## src/rtl/regfile_wb_arbiter_if.sv

```systemverilog
// Writeback arbiter bus: ALU writeback, MDU result handshake, MDU issue,
// decode hazard query and the register-file write port.
//
// Handshake: the MDU result transfers on a rising edge where mdu_valid and
// mdu_ready are both 1. mdu_ready never depends on mdu_valid in the same
// cycle. The ALU writeback has no ready; alu_valid must be 0 while wb_stall=1.
interface regfile_wb_arbiter_if;
    logic        alu_valid;
    logic [4:0]  alu_rd;
    logic [31:0] alu_data;
    logic        mdu_valid;
    logic        mdu_ready;
    logic [4:0]  mdu_rd;
    logic [31:0] mdu_data;
    logic        mdu_issue;
    logic [4:0]  mdu_issue_rd;
    logic [4:0]  chk_rs1;
    logic [4:0]  chk_rs2;
    logic [4:0]  chk_rd;
    logic        hazard_stall;
    logic        wb_stall;
    logic        wrtEn;
    logic [4:0]  wrtReg;
    logic [31:0] wrtData;
    logic [31:0] pending;

    // Pipeline side: drives writebacks, MDU results/issues and decode regs
    modport master (
        output alu_valid, alu_rd, alu_data,
        output mdu_valid, mdu_rd, mdu_data,
        output mdu_issue, mdu_issue_rd,
        output chk_rs1, chk_rs2, chk_rd,
        input  mdu_ready, hazard_stall, wb_stall,
        input  wrtEn, wrtReg, wrtData, pending
    );

    // Arbiter side
    modport slave (
        input  alu_valid, alu_rd, alu_data,
        input  mdu_valid, mdu_rd, mdu_data,
        input  mdu_issue, mdu_issue_rd,
        input  chk_rs1, chk_rs2, chk_rd,
        output mdu_ready, hazard_stall, wb_stall,
        output wrtEn, wrtReg, wrtData, pending
    );
endinterface

```

## src/rtl/regfile_wb_arbiter.sv

```systemverilog
// Register-file writeback arbiter: shares one write port between the ALU
// (no back-pressure) and the MDU (valid/ready) using a one-entry MDU buffer,
// a starvation counter that freezes writeback, and a pending-write scoreboard.
module regfile_wb_arbiter (
    input  logic                 clk,
    input  logic                 rst,
    regfile_wb_arbiter_if.slave  bus
);
    logic        buf_valid;
    logic [4:0]  buf_rd;
    logic [31:0] buf_data;
    logic [2:0]  starve_cnt;
    logic        wb_stall_q;
    logic [31:0] pend_q;
    logic [31:0] pend_next;

    logic        alu_write;
    logic        alu_take;
    logic        drain;
    logic        ready;
    logic        mdu_hs;
    logic        mdu_direct;
    logic        buf_load;
    logic        wr_en;
    logic [4:0]  wr_reg;
    logic [31:0] wr_data;
    logic        mdu_src_wr;

    // Port arbitration: buffer under wb_stall, then ALU, then buffer, then direct MDU
    always_comb begin
        alu_write  = bus.alu_valid && (bus.alu_rd != 5'd0);
        // While frozen the ALU write is a protocol violation and is dropped
        alu_take   = alu_write && !wb_stall_q;
        drain      = buf_valid && (wb_stall_q || !alu_take);
        // Derived from buffer state and ALU only, never from mdu_valid
        ready      = rst || !buf_valid || drain;
        mdu_hs     = bus.mdu_valid && ready && !rst;
        mdu_direct = mdu_hs && !buf_valid && !alu_take && (bus.mdu_rd != 5'd0);
        // Results for x0 are accepted and simply never stored
        buf_load   = mdu_hs && (bus.mdu_rd != 5'd0) && !mdu_direct;
    end

    // Write-port drive; everything is zero when no write happens or in reset
    always_comb begin
        wr_en      = 1'b0;
        wr_reg     = 5'd0;
        wr_data    = 32'd0;
        mdu_src_wr = 1'b0;
        if (!rst) begin
            if (drain) begin
                wr_en      = 1'b1;
                wr_reg     = buf_rd;
                wr_data    = buf_data;
                mdu_src_wr = 1'b1;
            end else if (alu_take) begin
                wr_en      = 1'b1;
                wr_reg     = bus.alu_rd;
                wr_data    = bus.alu_data;
            end else if (mdu_direct) begin
                wr_en      = 1'b1;
                wr_reg     = bus.mdu_rd;
                wr_data    = bus.mdu_data;
                mdu_src_wr = 1'b1;
            end
        end
    end

    // Scoreboard next value: MDU write clears, issue sets, set wins on overlap
    always_comb begin
        pend_next = pend_q;
        if (mdu_src_wr) begin
            pend_next[wr_reg] = 1'b0;
        end
        if (bus.mdu_issue && (bus.mdu_issue_rd != 5'd0)) begin
            pend_next[bus.mdu_issue_rd] = 1'b1;
        end
        pend_next[0] = 1'b0;
    end

    // One-entry MDU result buffer; a drain and a new load may share a cycle
    always_ff @(posedge clk) begin
        if (rst) begin
            buf_valid <= 1'b0;
            buf_rd    <= 5'd0;
            buf_data  <= 32'd0;
        end else if (buf_load) begin
            buf_valid <= 1'b1;
            buf_rd    <= bus.mdu_rd;
            buf_data  <= bus.mdu_data;
        end else if (drain) begin
            buf_valid <= 1'b0;
        end
    end

    // Starvation counter and the registered writeback freeze request
    always_ff @(posedge clk) begin
        if (rst) begin
            starve_cnt <= 3'd0;
            wb_stall_q <= 1'b0;
        end else begin
            if (!buf_valid || drain) begin
                starve_cnt <= 3'd0;
            end else if (starve_cnt != 3'd7) begin
                starve_cnt <= starve_cnt + 3'd1;
            end
            if (drain) begin
                wb_stall_q <= 1'b0;
            end else if (buf_valid && (starve_cnt >= 3'd3)) begin
                wb_stall_q <= 1'b1;
            end
        end
    end

    // Pending-write scoreboard register
    always_ff @(posedge clk) begin
        if (rst) begin
            pend_q <= 32'd0;
        end else begin
            pend_q <= pend_next;
        end
    end

    assign bus.mdu_ready    = ready;
    assign bus.wb_stall     = wb_stall_q;
    assign bus.wrtEn        = wr_en;
    assign bus.wrtReg       = wr_reg;
    assign bus.wrtData      = wr_data;
    assign bus.pending      = pend_q;
    assign bus.hazard_stall = pend_q[bus.chk_rs1] | pend_q[bus.chk_rs2] | pend_q[bus.chk_rd];
endmodule
```

## src/flat_wrapper.sv

```systemverilog
// flat-port wrapper written by rule: the top's interface ports become plain ports
module regfile_wb_arbiter_flat 
  (clk, rst, bus_alu_valid, bus_alu_rd, bus_alu_data, bus_mdu_valid, bus_mdu_rd, bus_mdu_data, bus_mdu_issue, bus_mdu_issue_rd, bus_chk_rs1, bus_chk_rs2, bus_chk_rd, bus_mdu_ready, bus_hazard_stall, bus_wb_stall, bus_wrtEn, bus_wrtReg, bus_wrtData, bus_pending);
  regfile_wb_arbiter_if bus_i ();
  input  logic clk;
  input  logic rst;
  input wire logic [$bits(bus_i.alu_valid)-1:0] bus_alu_valid;
  input wire logic [$bits(bus_i.alu_rd)-1:0] bus_alu_rd;
  input wire logic [$bits(bus_i.alu_data)-1:0] bus_alu_data;
  input wire logic [$bits(bus_i.mdu_valid)-1:0] bus_mdu_valid;
  input wire logic [$bits(bus_i.mdu_rd)-1:0] bus_mdu_rd;
  input wire logic [$bits(bus_i.mdu_data)-1:0] bus_mdu_data;
  input wire logic [$bits(bus_i.mdu_issue)-1:0] bus_mdu_issue;
  input wire logic [$bits(bus_i.mdu_issue_rd)-1:0] bus_mdu_issue_rd;
  input wire logic [$bits(bus_i.chk_rs1)-1:0] bus_chk_rs1;
  input wire logic [$bits(bus_i.chk_rs2)-1:0] bus_chk_rs2;
  input wire logic [$bits(bus_i.chk_rd)-1:0] bus_chk_rd;
  output wire logic [$bits(bus_i.mdu_ready)-1:0] bus_mdu_ready;
  output wire logic [$bits(bus_i.hazard_stall)-1:0] bus_hazard_stall;
  output wire logic [$bits(bus_i.wb_stall)-1:0] bus_wb_stall;
  output wire logic [$bits(bus_i.wrtEn)-1:0] bus_wrtEn;
  output wire logic [$bits(bus_i.wrtReg)-1:0] bus_wrtReg;
  output wire logic [$bits(bus_i.wrtData)-1:0] bus_wrtData;
  output wire logic [$bits(bus_i.pending)-1:0] bus_pending;
  assign bus_i.alu_valid = bus_alu_valid;
  assign bus_i.alu_rd = bus_alu_rd;
  assign bus_i.alu_data = bus_alu_data;
  assign bus_i.mdu_valid = bus_mdu_valid;
  assign bus_i.mdu_rd = bus_mdu_rd;
  assign bus_i.mdu_data = bus_mdu_data;
  assign bus_i.mdu_issue = bus_mdu_issue;
  assign bus_i.mdu_issue_rd = bus_mdu_issue_rd;
  assign bus_i.chk_rs1 = bus_chk_rs1;
  assign bus_i.chk_rs2 = bus_chk_rs2;
  assign bus_i.chk_rd = bus_chk_rd;
  assign bus_mdu_ready = bus_i.mdu_ready;
  assign bus_hazard_stall = bus_i.hazard_stall;
  assign bus_wb_stall = bus_i.wb_stall;
  assign bus_wrtEn = bus_i.wrtEn;
  assign bus_wrtReg = bus_i.wrtReg;
  assign bus_wrtData = bus_i.wrtData;
  assign bus_pending = bus_i.pending;
  regfile_wb_arbiter u_core (.clk(clk), .rst(rst), .bus(bus_i));
endmodule
```

## config.mk

```make
export PLATFORM = sky130hd
export DESIGN_NAME = regfile_wb_arbiter_flat
export DESIGN_NICKNAME = d
export VERILOG_FILES = /design/src/rtl/regfile_wb_arbiter_if.sv /design/src/rtl/regfile_wb_arbiter.sv /design/src/flat_wrapper.sv
export SDC_FILE = /design/constraint.sdc
export NUM_CORES = 1
export LEC_CHECK = 0
export ABC_AREA = 1
export BUFFER_PORTS_ARGS = -buffer_cell sky130_fd_sc_hd__buf_2
export CAP_MARGIN = 10
export CORE_MARGIN = 3
export CORE_UTILIZATION = 40
export CTS_CLUSTER_DIAMETER = 120
export DETAILED_ROUTE_END_ITERATION = 8
export GPL_ROUTABILITY_DRIVEN = 1
export PLACE_DENSITY = 0.67
export SETUP_SLACK_MARGIN = 0.05
export SYNTH_ARGS = -nofsm -noshare
export SYNTH_HDL_FRONTEND = slang
export SYNTH_SLANG_ARGS = --single-unit
```

## constraint.sdc

```tcl
create_clock -name clk -period 2.5 [get_ports clk]
set_input_delay 0.5 -clock clk [delete_from_list [all_inputs] [get_ports clk]]
set_output_delay 0.5 -clock clk [all_outputs]
set_load 0.01 [all_outputs]
```

==> results of run 1 <==
==> area by class of cell <==
type                    count  area share
inverters                  81      0.0510
repair buffers            183       0.166
well taps                 143      0.0298
clock buffers               9      0.0375
flip-flops and latches     73       0.243
clock inverters             6     0.00728
multi-input cells         578       0.465
==> cells in the mapped netlist, types with 2 or more instances <==
master / count / area, um2
nand4_1: 3 / 18.8
a31oi_1: 35 / 219
nor2_1: 56 / 210
a21oi_1: 87 / 435
ha_1: 3 / 37.5
o221ai_1: 5 / 43.8
inv_1: 77 / 289
nand2_1: 224 / 841
o211ai_1: 8 / 60.1
dfxtp_1: 73 / 1460
nor2_4: 8 / 90.1
nand3_4: 2 / 35.0
buf_6: 7 / 78.8
nand2_2: 4 / 25.0
o21ai_0: 77 / 385
nand3_1: 30 / 150
o21ai_1: 12 / 60.1
a2bb2oi_1: 2 / 17.5
o22ai_1: 5 / 31.3
nor2_2: 3 / 18.8
nor3_1: 3 / 15.0
clkbuf_1: 24 / 90.1
buf_2: 10 / 50.1
inv_2: 3 / 11.3
nand3_2: 2 / 20.0
==> critical path, cell delays in order <==
cell     delay (ps)
buf_2           120
nor2_1          100
nand3_1         240
nand3_4         220
inv_1            90
buf_12          170
nand2_1          70
a31oi_1          70
buf_2           180
==> path summary, 6_finish.rpt <==
kind,cells after the start,to,slack [ps]
min reg2reg,2,u_core.buf_data[20]$_SDFFE_PP0P_,440
min,3,u_core.buf_data[28]$_SDFFE_PP0P_,440
max reg2reg,10,u_core.buf_rd[0]$_SDFFE_PP0P_,530
max,9,bus_wrtData[14],220
==> power groups by stage <==
stage          combinational [W]  sequential [W]  clock (W)
2_1_floorplan           0.000374         0.00127          0
3_3_place_gp            0.000591         0.00128          0
3_5_place_dp            0.000594         0.00128          0
4_1_cts                 0.000596         0.00125    0.00119
5_1_grt                 0.000675         0.00126    0.00123
6_report                0.000594         0.00125    0.00117
==> flip-flops by register name (all words and copies together) (netlist names) <==
register,count
u_core.bus.pending,31
u_core.buf_valid,1
u_core.buf_data,32
u_core.starve_cnt,3
u_core.bus.wb_stall,1
u_core.buf_rd,5
==> logic make-up after synthesis <==
group,after synthesis
compound gates,233
other cells,1
flops,73
xor+xnor,1
mux,1
buf+inv,123
fa+ha+maj,3
simple gates,339
==> per-layer routing <==
layer	up-vias	global-route usage	share of wire
li1	2865	-	-
met1	2585	0.320	0.44
met2	192	0.364	0.46
met3	18	0.0585	0.082
met4	2	0.0665	0.014
met5	-	0	0.00052
==> through the flow <==
| step | area [um2] | utilization |
|---|---|---|
| final | 6010 | 0.520 |
| after global routing | 6010 | 0.520 |
| after CTS | 6010 | 0.520 |
| after detailed placement | 5740 | 0.497 |
| after global placement | 5740 | 0.497 |
| after floorplan | 4790 | - |
==> results by group, run 1 <==
Placed design
  – Placement Setup Slack: 239 ps
  – RePlAce Congestion: 0.916
  – DP HPWL: 11400 um
  – Placed insts: 1058
  – I/O Buffers: 170

Critical path
  – WP data arrival: 1780 ps
  – R2R Path Start: u_core.bus.wb_stall$_SDFFE_PP0P_
  – Setup crit start kind: primary input
  – Setup CP Type: primary input to output pin
  – Worst-path fanout max: 32
  – Critical path startpoint: bus_mdu_rd[1]
  – CP Capture Type: output pin
  – CP required: 2000 ps

Drt
  – Post-route ant nets: 0
  – Via-to-Cell Ratio: 5.28
  – # DRC: 0
  – DRT iter0 DRCs: 458
  – Routed wire length: 15500 um
  – DR vias: 5662
  – Drt wl/cell: 14.4 um
  – Drt pass-1 iters: 5

Clock network
  – Cts hold-fix bufs: 0
  – CTS sink cnt: 73
  – Reg clk slew, reported paths: 60 ps
  – Max Root-Sink Buffers: 2
  – Root buffer cell: clkbuf_16
  – CTS Buf Count: 9
  – CTS tree: yes
  – Post-CTS Setup Bufs: 0
  – CTS resizes: 0
  – H-tree Lvls: 3
  – Clk_lat worst skew: 330 ps

Timing
  – Final Hold Fails: 0
  – Slew HR: 0.529
  – Final min period: 2280 ps
  – Unrepaired setup endpoints after global routing: false
  – Max Slew Vio Count: 0
  – Final worst path period share: 0.911
  – Least-Margin Pin Slew: 706 ps
  – Setup Skew: 8.24 ps
  – Final setup viols: 0
  – Setup ws final: 223 ps
  – Setup TNS: 0 ps
  – Max Freq: 439 MHz
  – Hold WS: 443 ps

Floorplan
  – I/O pin total: 172
  – Full die area: 13300 um2
  – Die height: 115 um
  – Core region area: 11600 um2
  – Starting density of the core: 0.414
  – Die width: 115 um
  – Cell Rows: 39

Pwr
  – Switching power: 0.000907 W
  – Cell Int Power: 0.00211 W
  – Final Power: 0.00302 W
  – Worst vdd ir: 0.000260 V
  – Clock power share: 0.389
  – Combinational power share: 0.197
  – Reg power frac: 0.415
  – Net Sw Frac: 0.300
  – Pwr/cell area: 502 nW/um2
  – Static leakage: 2.65 nW

Finish
  – Finished Layout Cells: 1073
  – Filler cells: 1241
  – Layout cell share with drive strength beyond 1: 0.240
  – Reg area: 1460 um2
  – Synthesis-to-finish area growth: 25.5%
  – Commonest non-fill, non-tap cell in the layout: nand2_1
  – Antenna Cells: 0
  – Most frequent cells in the layout: nand2_1 (224), buf_2 (170), a21oi_1 (87)
  – # nets final: 1028
  – Multi-input gate area: 2800 um2

Min path
  – Hold Path Class: primary input to flip-flop
  – Hold path startpoint: bus_mdu_data[28]

Synthesis
  – Mux contribution to synthesized area: 0.00209
  – Post-synthesis net count: 876
  – Synth unique cells: 36
  – Xor/xnor share of the synthesized area: 0.00183
  – Adder-Cell Fraction of Synth Area: 0.00783
  – Syn_area_per_cell: 6.19 um2
  – Main combinational cell family by area after synthesis: simple AND/OR/NAND/NOR gates
  – Post-synthesis instance total: 774
  – Post-Syn Area: 4790 um2
  – Yosys reg bits: 73
  – Yosys warnings: 0
  – Post-synth EDFFs: 0
  – Dominant synthesized flop cell: dfxtp_1
  – Synth Area in Simple Gates: 0.307
  – Sequential element share of the synthesized area: 0.305
  – Compound-Gate Fraction of Synth Area: 0.264
  – Ys async rst share: 0

GRT
  – Pin count of the biggest net entering global routing: 76
  – Final global-route overflow total: 0
  – Vias in the first global route: 5056
  – First-pass GRT wire length: 25000 um
  – Initial antenna violation count: 1
  – Tot GR Track Use: 0.233

Run
  – Max_cap viols: 0

Outcome
  – Status: completed
(Power assumes the default switching activity.)
==> run 2: changes to the inputs <==
==> constraint.sdc (replaced) <==
create_clock -name clk -period 2.7 [get_ports clk]
set_input_delay 0.54 -clock clk [delete_from_list [all_inputs] [get_ports clk]]
set_output_delay 0.54 -clock clk [all_outputs]
set_load 0.01 [all_outputs]
==> run 2 against run 1 <==
  * Via count fell by 1.5%
  * Global-route usage barely moved
  * Highest routed layer is now met4
  * Final area rose by 0.33%
  * Routed wire length rose by 0.13%
  * Critical path depth fell by 3
  * Total power fell by 1.0%
  * Count of clock-buffer cells in the layout rose by 5
  * Largest power group is now clock
  * Sequential share of layout area fell by 0.081 points
  * Clock skew fell by 2.4 ps
  * Largest cell class unchanged
  * Register-to-register slack improved by 160 ps
  * Clock power rose by 9%
  * Worst hold slack improved by 1.5 ps
==> results by group, run 2 (synthesis results as in run 1) <==
Floorplan
  – Starting density of the core: 0.414 (unchanged)
  – Core region area: 11600 um2 (unchanged)
  – I/O pin total: 172 (unchanged)
  – Die height: 115 um (unchanged)
  – Die width: 115 um (unchanged)
  – Full die area: 13300 um2 (unchanged)
  – Cell Rows: 39 (unchanged)

Drt
  – Drt pass-1 iters: 6 (+1)
  – Via-to-Cell Ratio: 5.21 (-1.3%)
  – # DRC: 0 (unchanged)
  – DRT iter0 DRCs: 465 (+1.5%)
  – DR vias: 5577 (-1.5%)
  – Drt wl/cell: 14.5 um (+0.32%)
  – Post-route ant nets: 0 (unchanged)
  – Routed wire length: 15500 um (+0.13%)

Clock network
  – Root buffer cell: clkbuf_16
  – H-tree Lvls: 3 (unchanged)
  – CTS tree: yes
  – Max Root-Sink Buffers: 2 (unchanged)
  – CTS sink cnt: 73 (unchanged)
  – CTS resizes: 0 (unchanged)
  – Reg clk slew, reported paths: 60 ps (about the same)
  – Post-CTS Setup Bufs: 0 (unchanged)
  – Cts hold-fix bufs: 0 (unchanged)
  – Clk_lat worst skew: 330 ps (about the same)
  – CTS Buf Count: 9 (unchanged)

Finish
  – Synthesis-to-finish area growth: 25.9%
  – Filler cells: 1224 (-1.4%)
  – Layout cell share with drive strength beyond 1: 0.235 (-0.00487)
  – Most frequent cells in the layout: nand2_1 (224), buf_2 (170), a21oi_1 (87)
  – Largest Register: u_core.buf_data
  – Final core utilization: 0.522 (+0.00173)
  – Max reg flops: 32 (unchanged)
  – Antenna Cells: 0 (unchanged)
  – Commonest non-fill, non-tap cell in the layout: nand2_1
  – # nets final: 1025 (-0.29%)

Min path
  – Worst Hold End: u_core.buf_data[10]$_SDFFE_PP0P_
  – Hold Path Class: flip-flop to flip-flop
  – Hold path startpoint: u_core.buf_data[10]$_SDFFE_PP0P_
  – Cells on Worst Hold Path: 2 (-1)

Timing
  – Final min period: 2450 ps
  – Setup TNS: 0 ps (unchanged)
  – Final setup viols: 0 (unchanged)
  – Final worst path period share: 0.906
  – Max Freq: 409 MHz
  – Slew HR: 0.517 (-0.0125)
  – Least-Margin Pin Slew: 725 ps (+18.8 ps)
  – Final Hold Fails: 0 (unchanged)
  – Max Slew Vio Count: 0 (unchanged)
  – Setup Skew: 5.84 ps (-2.40 ps)
  – Unrepaired setup endpoints after global routing: false

Outcome
  – Status: completed

Critical path
  – Reg2reg end: u_core.bus.pending[11]$_SDFF_PP0_
  – Setup CP Type: flip-flop to output pin
  – Worst-path fanout max: 33 (+3.1%)
  – Slowest stage delay, CP: 610 ps (+370 ps)
  – Cells on worst reg2reg path: 10 (unchanged)
  – FF-to-FF setup slack: 690 ps (+160 ps)
  – CP max-delay cell: dfxtp_1
  – CP Cell Sequence: nand2_2, inv_1, buf_12, nand2_1, a31oi_1, buf_2
  – CP required: 2160 ps (+160 ps)
  – WP data arrival: 1910 ps (+130 ps)
  – R2R Path Start: u_core.bus.wb_stall$_SDFFE_PP0P_
  – Setup crit start kind: flip-flop
  – CP Capture Type: output pin

GRT
  – Final global-route overflow total: 0 (unchanged)
  – Initial antenna violation count: 0 (-1)
  – Vias in the first global route: 5074 (+0.36%)
  – First-pass GRT wire length: 25100 um (+0.38%)
  – Tot GR Track Use: 0.233 (+0.000317)
  – Pin count of the biggest net entering global routing: 67 (-12%)

Placed design
  – RePlAce Congestion: 0.917 (about the same)
  – DP HPWL: 11500 um (+0.46%)
  – I/O Buffers: 170 (unchanged)

Pwr
  – Final Power: 0.00299 W (-1.0%)
  – Pwr/cell area: 495 nW/um2 (-1.4%)
  – Worst vdd ir: 0.000257 V (-1.3%)
  – Static leakage: 2.67 nW (+0.68%)

Run
  – Max_cap viols: 0 (unchanged)
[run 2: cell types whose count changed in the layout (fill, tap and decap cells not counted), sizes merged]
cell and change:
inv -1, bufinv +2, buf -3, clkinvlp -4, clkinv -1, clkbuf +5
[run 2: routing by layer]
| layer | vias up | GRT usage | share of wire |
|---|---|---|---|
| li1 | 2865 | - | - |
| met1 | 2470 | 0.314 | 0.44 |
| met2 | 220 | 0.366 | 0.45 |
| met3 | 22 | 0.0648 | 0.091 |
| met4 | 0 | 0.0689 | 0.014 |
| met5 | - | 0 | 0 |
[run 2: final cells by class]
class | instances | area (um2) | area share
inverters | 81 | 307 | 0.0508
flip-flops and latches | 73 | 1460 | 0.242
well taps | 143 | 179 | 0.0297
multi-input cells | 578 | 2800 | 0.464
clock inverters | 2 | 60.1 | 0.00996
clock buffers | 14 | 264 | 0.0438
repair buffers | 180 | 963 | 0.160
[run 2: worst max-delay path by stage]
stage / startpoint / to / depth (start not counted)
floorplan: bus_chk_rd[0] / bus_hazard_stall / 9
global route: bus_alu_rd[0] / bus_wrtData[21] / 10
detailed placement: bus_alu_rd[1] / bus_wrtData[21] / 10
global placement: bus_alu_rd[1] / bus_wrtData[21] / 10
CTS: u_core.bus.wb_stall$_SDFFE_PP0P_ / bus_wrtReg[1] / 8
finish: u_core.buf_valid$_SDFFE_PP0P_ / bus_wrtData[21] / 6
[run 2: report_power, final]
part	internal (W)	switching, W
Sequential	0.00113	0.0000374
Clock	0.000860	0.000423
Combinational	0.000207	0.000333
[run 2: worst max-delay path: cells and delay by family, from the launching register on]
family	cells	cell delay, ps
flops	1	610
buf+inv	3	490
simple gates	2	250
compound gates	1	200
[run 2: through the flow]
| stage | cell area (um2) | hold slack (ps) | instances | setup slack (ps) |
|---|---|---|---|---|
| 2_1_floorplan | 4790 | 424 | 774 | 544 |
| 3_3_place_gp | 5710 | 436 | 1055 | 252 |
| 3_5_place_dp | 5710 | 438 | 1055 | 258 |
| 4_1_cts | 6030 | 445 | 1071 | 221 |
| 5_1_grt | 6030 | 456 | 1071 | 104 |
| 6_report | 6030 | 445 | 1071 | 254 |
==> run 3: changes to the inputs <==
--- a/config.mk
+++ b/config.mk
@@ -9,11 +9,10 @@
 export BUFFER_PORTS_ARGS = -buffer_cell sky130_fd_sc_hd__buf_2
 export CAP_MARGIN = 10
 export CORE_MARGIN = 3
-export CORE_UTILIZATION = 40
+export CORE_UTILIZATION = 30
 export CTS_CLUSTER_DIAMETER = 120
 export DETAILED_ROUTE_END_ITERATION = 8
 export GPL_ROUTABILITY_DRIVEN = 1
-export PLACE_DENSITY = 0.67
 export SETUP_SLACK_MARGIN = 0.05
 export SYNTH_ARGS = -nofsm -noshare
 export SYNTH_HDL_FRONTEND = slang
==> constraint.sdc (replaced) <==
create_clock -name clk -period 2.63 [get_ports clk]
set_input_delay 0.526 -clock clk [delete_from_list [all_inputs] [get_ports clk]]
set_output_delay 0.526 -clock clk [all_outputs]
set_load 0.01 [all_outputs]
==> run 3 against run 2 <==
  * Non-clock buffer count up 7
  * Total power up 4.4%
  * Routed wire length up 9.1%
  * First-iteration DRC count down 8.8%
  * Critical path depth up 4
  * Clock power up 5%
  * Critical path type is now primary input to output pin
  * Largest power group unchanged
==> results by group, run 3 (synthesis results as in run 1) <==
Pwr
  – Reg power frac: 0.383 (-0.007)
  – Worst vdd ir: 0.000218 V (-15%)
  – Clock power share: 0.433 (+0.003)
  – Combinational power share: 0.183 (+0.002)
  – Cell Int Power: 0.00226 W (+2.8%)
  – Switching power: 0.000863 W (+8.7%)
  – Static leakage: 2.70 nW (+1.2%)
  – Pwr/cell area: 503 nW/um2 (+1.6%)
  – Net Sw Frac: 0.277 (+0.0111)

Drt
  – DR vias: 5655 (+1.4%)
  – # DRC: 0 (unchanged)
  – DR WL met2: 8010 um (+14%)
  – Highest Signal Layer: met5
  – Drt wl/cell: 14.8 um (+2.0%)
  – Post-route ant nets: 0 (unchanged)
  – WL met1: 7240 um (+5.9%)
  – DR WL met3: 1390 um (-1.8%)
  – Routed wire length: 16900 um (+9.1%)
  – DRT iter0 DRCs: 424 (-8.8%)
  – Drt pass-1 iters: 5 (-1)
  – Via-to-Cell Ratio: 4.93 (-5.2%)

Timing
  – Least-Margin Pin Slew: 726 ps (+0.828 ps)
  – Final Hold Fails: 0 (unchanged)
  – Setup TNS: 0 ps (unchanged)
  – Max Freq: 410 MHz
  – Final min period: 2440 ps
  – Final setup viols: 0 (unchanged)
  – Final worst path period share: 0.928
  – Unrepaired setup endpoints after global routing: false
  – Setup Skew: 8.12 ps (+2.28 ps)
  – Max Slew Vio Count: 0 (unchanged)
  – Slew HR: 0.514 (-0.00234)

Finish
  – Max reg flops: 32 (unchanged)
  – Most frequent cells in the layout: nand2_1 (224), buf_2 (169), a21oi_1 (87)
  – Filler cells: 1728 (+41%)
  – Layout cell share with drive strength beyond 1: 0.246 (+0.0111)
  – Antenna Cells: 0 (unchanged)
  – Commonest non-fill, non-tap cell in the layout: nand2_1
  – Final core utilization: 0.402 (-0.120)
  – # nets final: 1032 (+0.68%)
  – Largest Register: u_core.buf_data
  – Reg area: 1460 um2 (unchanged)
  – Multi-input gate area: 2810 um2 (+0.31%)
  – Synthesis-to-finish area growth: 29.3%

Critical path
  – CP required: 2100 ps (-60 ps)
  – WP data arrival: 1920 ps (about the same)
  – Worst-path fanout max: 16 (-52%)
  – FF-to-FF setup slack: 670 ps (-20 ps)
  – CP Capture Type: output pin
  – Setup CP Type: primary input to output pin
  – Setup crit start kind: primary input

Min path
  – Hold Path Class: flip-flop to flip-flop

Clock network
  – CTS sink cnt: 73 (unchanged)
  – CTS Buf Count: 9 (unchanged)
  – Root buffer cell: clkbuf_16
  – CTS tree: yes
  – Reg clk slew, reported paths: 50 ps (about the same)
  – Max Root-Sink Buffers: 2 (unchanged)
  – Cts hold-fix bufs: 0 (unchanged)
  – Clk_lat worst skew: 340 ps (about the same)
  – H-tree Lvls: 3 (unchanged)

Outcome
  – Status: completed

Floorplan
  – Cell Rows: 45 (+15%)
  – Starting density of the core: 0.311 (-0.104)
  – Die height: 132 um (+15%)
  – Full die area: 17500 um2 (+31%)
  – Die width: 132 um (+15%)
  – Core region area: 15400 um2 (+33%)
  – I/O pin total: 172 (unchanged)

Run
  – Max_cap viols: 0 (unchanged)

Placed design
  – I/O Buffers: 170 (unchanged)
  – RePlAce Congestion: 0.897 (-2.1%)
  – DP HPWL: 12300 um (+7.3%)

GRT
  – First-pass GRT wire length: 26000 um (+3.6%)
  – Final global-route overflow total: 0 (unchanged)
  – Vias in the first global route: 5168 (+1.9%)
  – Initial antenna violation count: 3 (+3)
  – Pin count of the biggest net entering global routing: 67 (unchanged)
  – Tot GR Track Use: 0.181 (-0.0520)
## run 3: metrics by stage
step | instance area (um2) | std cells | hold slack (ps) | worst slack (ps) | power [W]
after global routing | 6200 | 1146 | 459 | 54.2 | 0.00327
after global placement | 5800 | 1125 | 436 | 131 | 0.00178
after detailed placement | 5800 | 1125 | 436 | 148 | 0.00177
final | 6200 | 1146 | 444 | 188 | 0.00312
after floorplan | 4790 | 774 | 424 | 502 | 0.00156
after CTS | 6130 | 1141 | 445 | 143 | 0.00313
## run 3: repair_timing
| action | in CTS | in global routing |
|---|---|---|
| buffers inserted | 0 | 4 |
| resized for setup | 0 | 5 |
| setup endpoints to repair | 0 | 27 |
## run 3: power by group through the flow
stage | sequential [W] | combinational [W] | clock [W]
2_1_floorplan | 0.00120 | 0.000355 | 0
3_3_place_gp | 0.00122 | 0.000555 | 0
3_5_place_dp | 0.00122 | 0.000557 | 0
4_1_cts | 0.00119 | 0.000559 | 0.00138
5_1_grt | 0.00120 | 0.000642 | 0.00142
6_report | 0.00120 | 0.000572 | 0.00135
## run 3: worst max-delay path: stages
cell and delay [ps]:
buf_2 110, nor2_1 140, nand3_2 160, nand2_8 140
nand2_2 120, inv_4 130, clkbuf_16 180, nand2_1 70
a31oi_1 160, buf_2 160
## run 3: final timing paths
kind | start | end | cells after the start
worst min-delay path | u_core.buf_rd[4]$_SDFFE_PP0P_ | u_core.buf_rd[4]$_SDFFE_PP0P_ | 2
worst max-delay path | bus_alu_rd[1] | bus_wrtData[14] | 10
worst min register to register | u_core.buf_rd[4]$_SDFFE_PP0P_ | u_core.buf_rd[4]$_SDFFE_PP0P_ | 2
worst max register to register | u_core.bus.wb_stall$_SDFFE_PP0P_ | u_core.buf_data[2]$_SDFFE_PP0P_ | 9
## run 3: per-layer routing
metal | GRT usage | vias to the layer above
met5 | 0 | -
met1 | 0.230 | 2525
met2 | 0.308 | 225
met3 | 0.0397 | 26
met4 | 0.0543 | 6
li1 | - | 2873
## run 3: area by class of cell
cell class | instances | area share
tap | 211 | 0.0426
sequential | 73 | 0.236
timing repair buffer | 187 | 0.165
clock inverter | 5 | 0.0125
multi-input combinational | 578 | 0.453
clock buffer | 11 | 0.0408
inverter | 81 | 0.0505
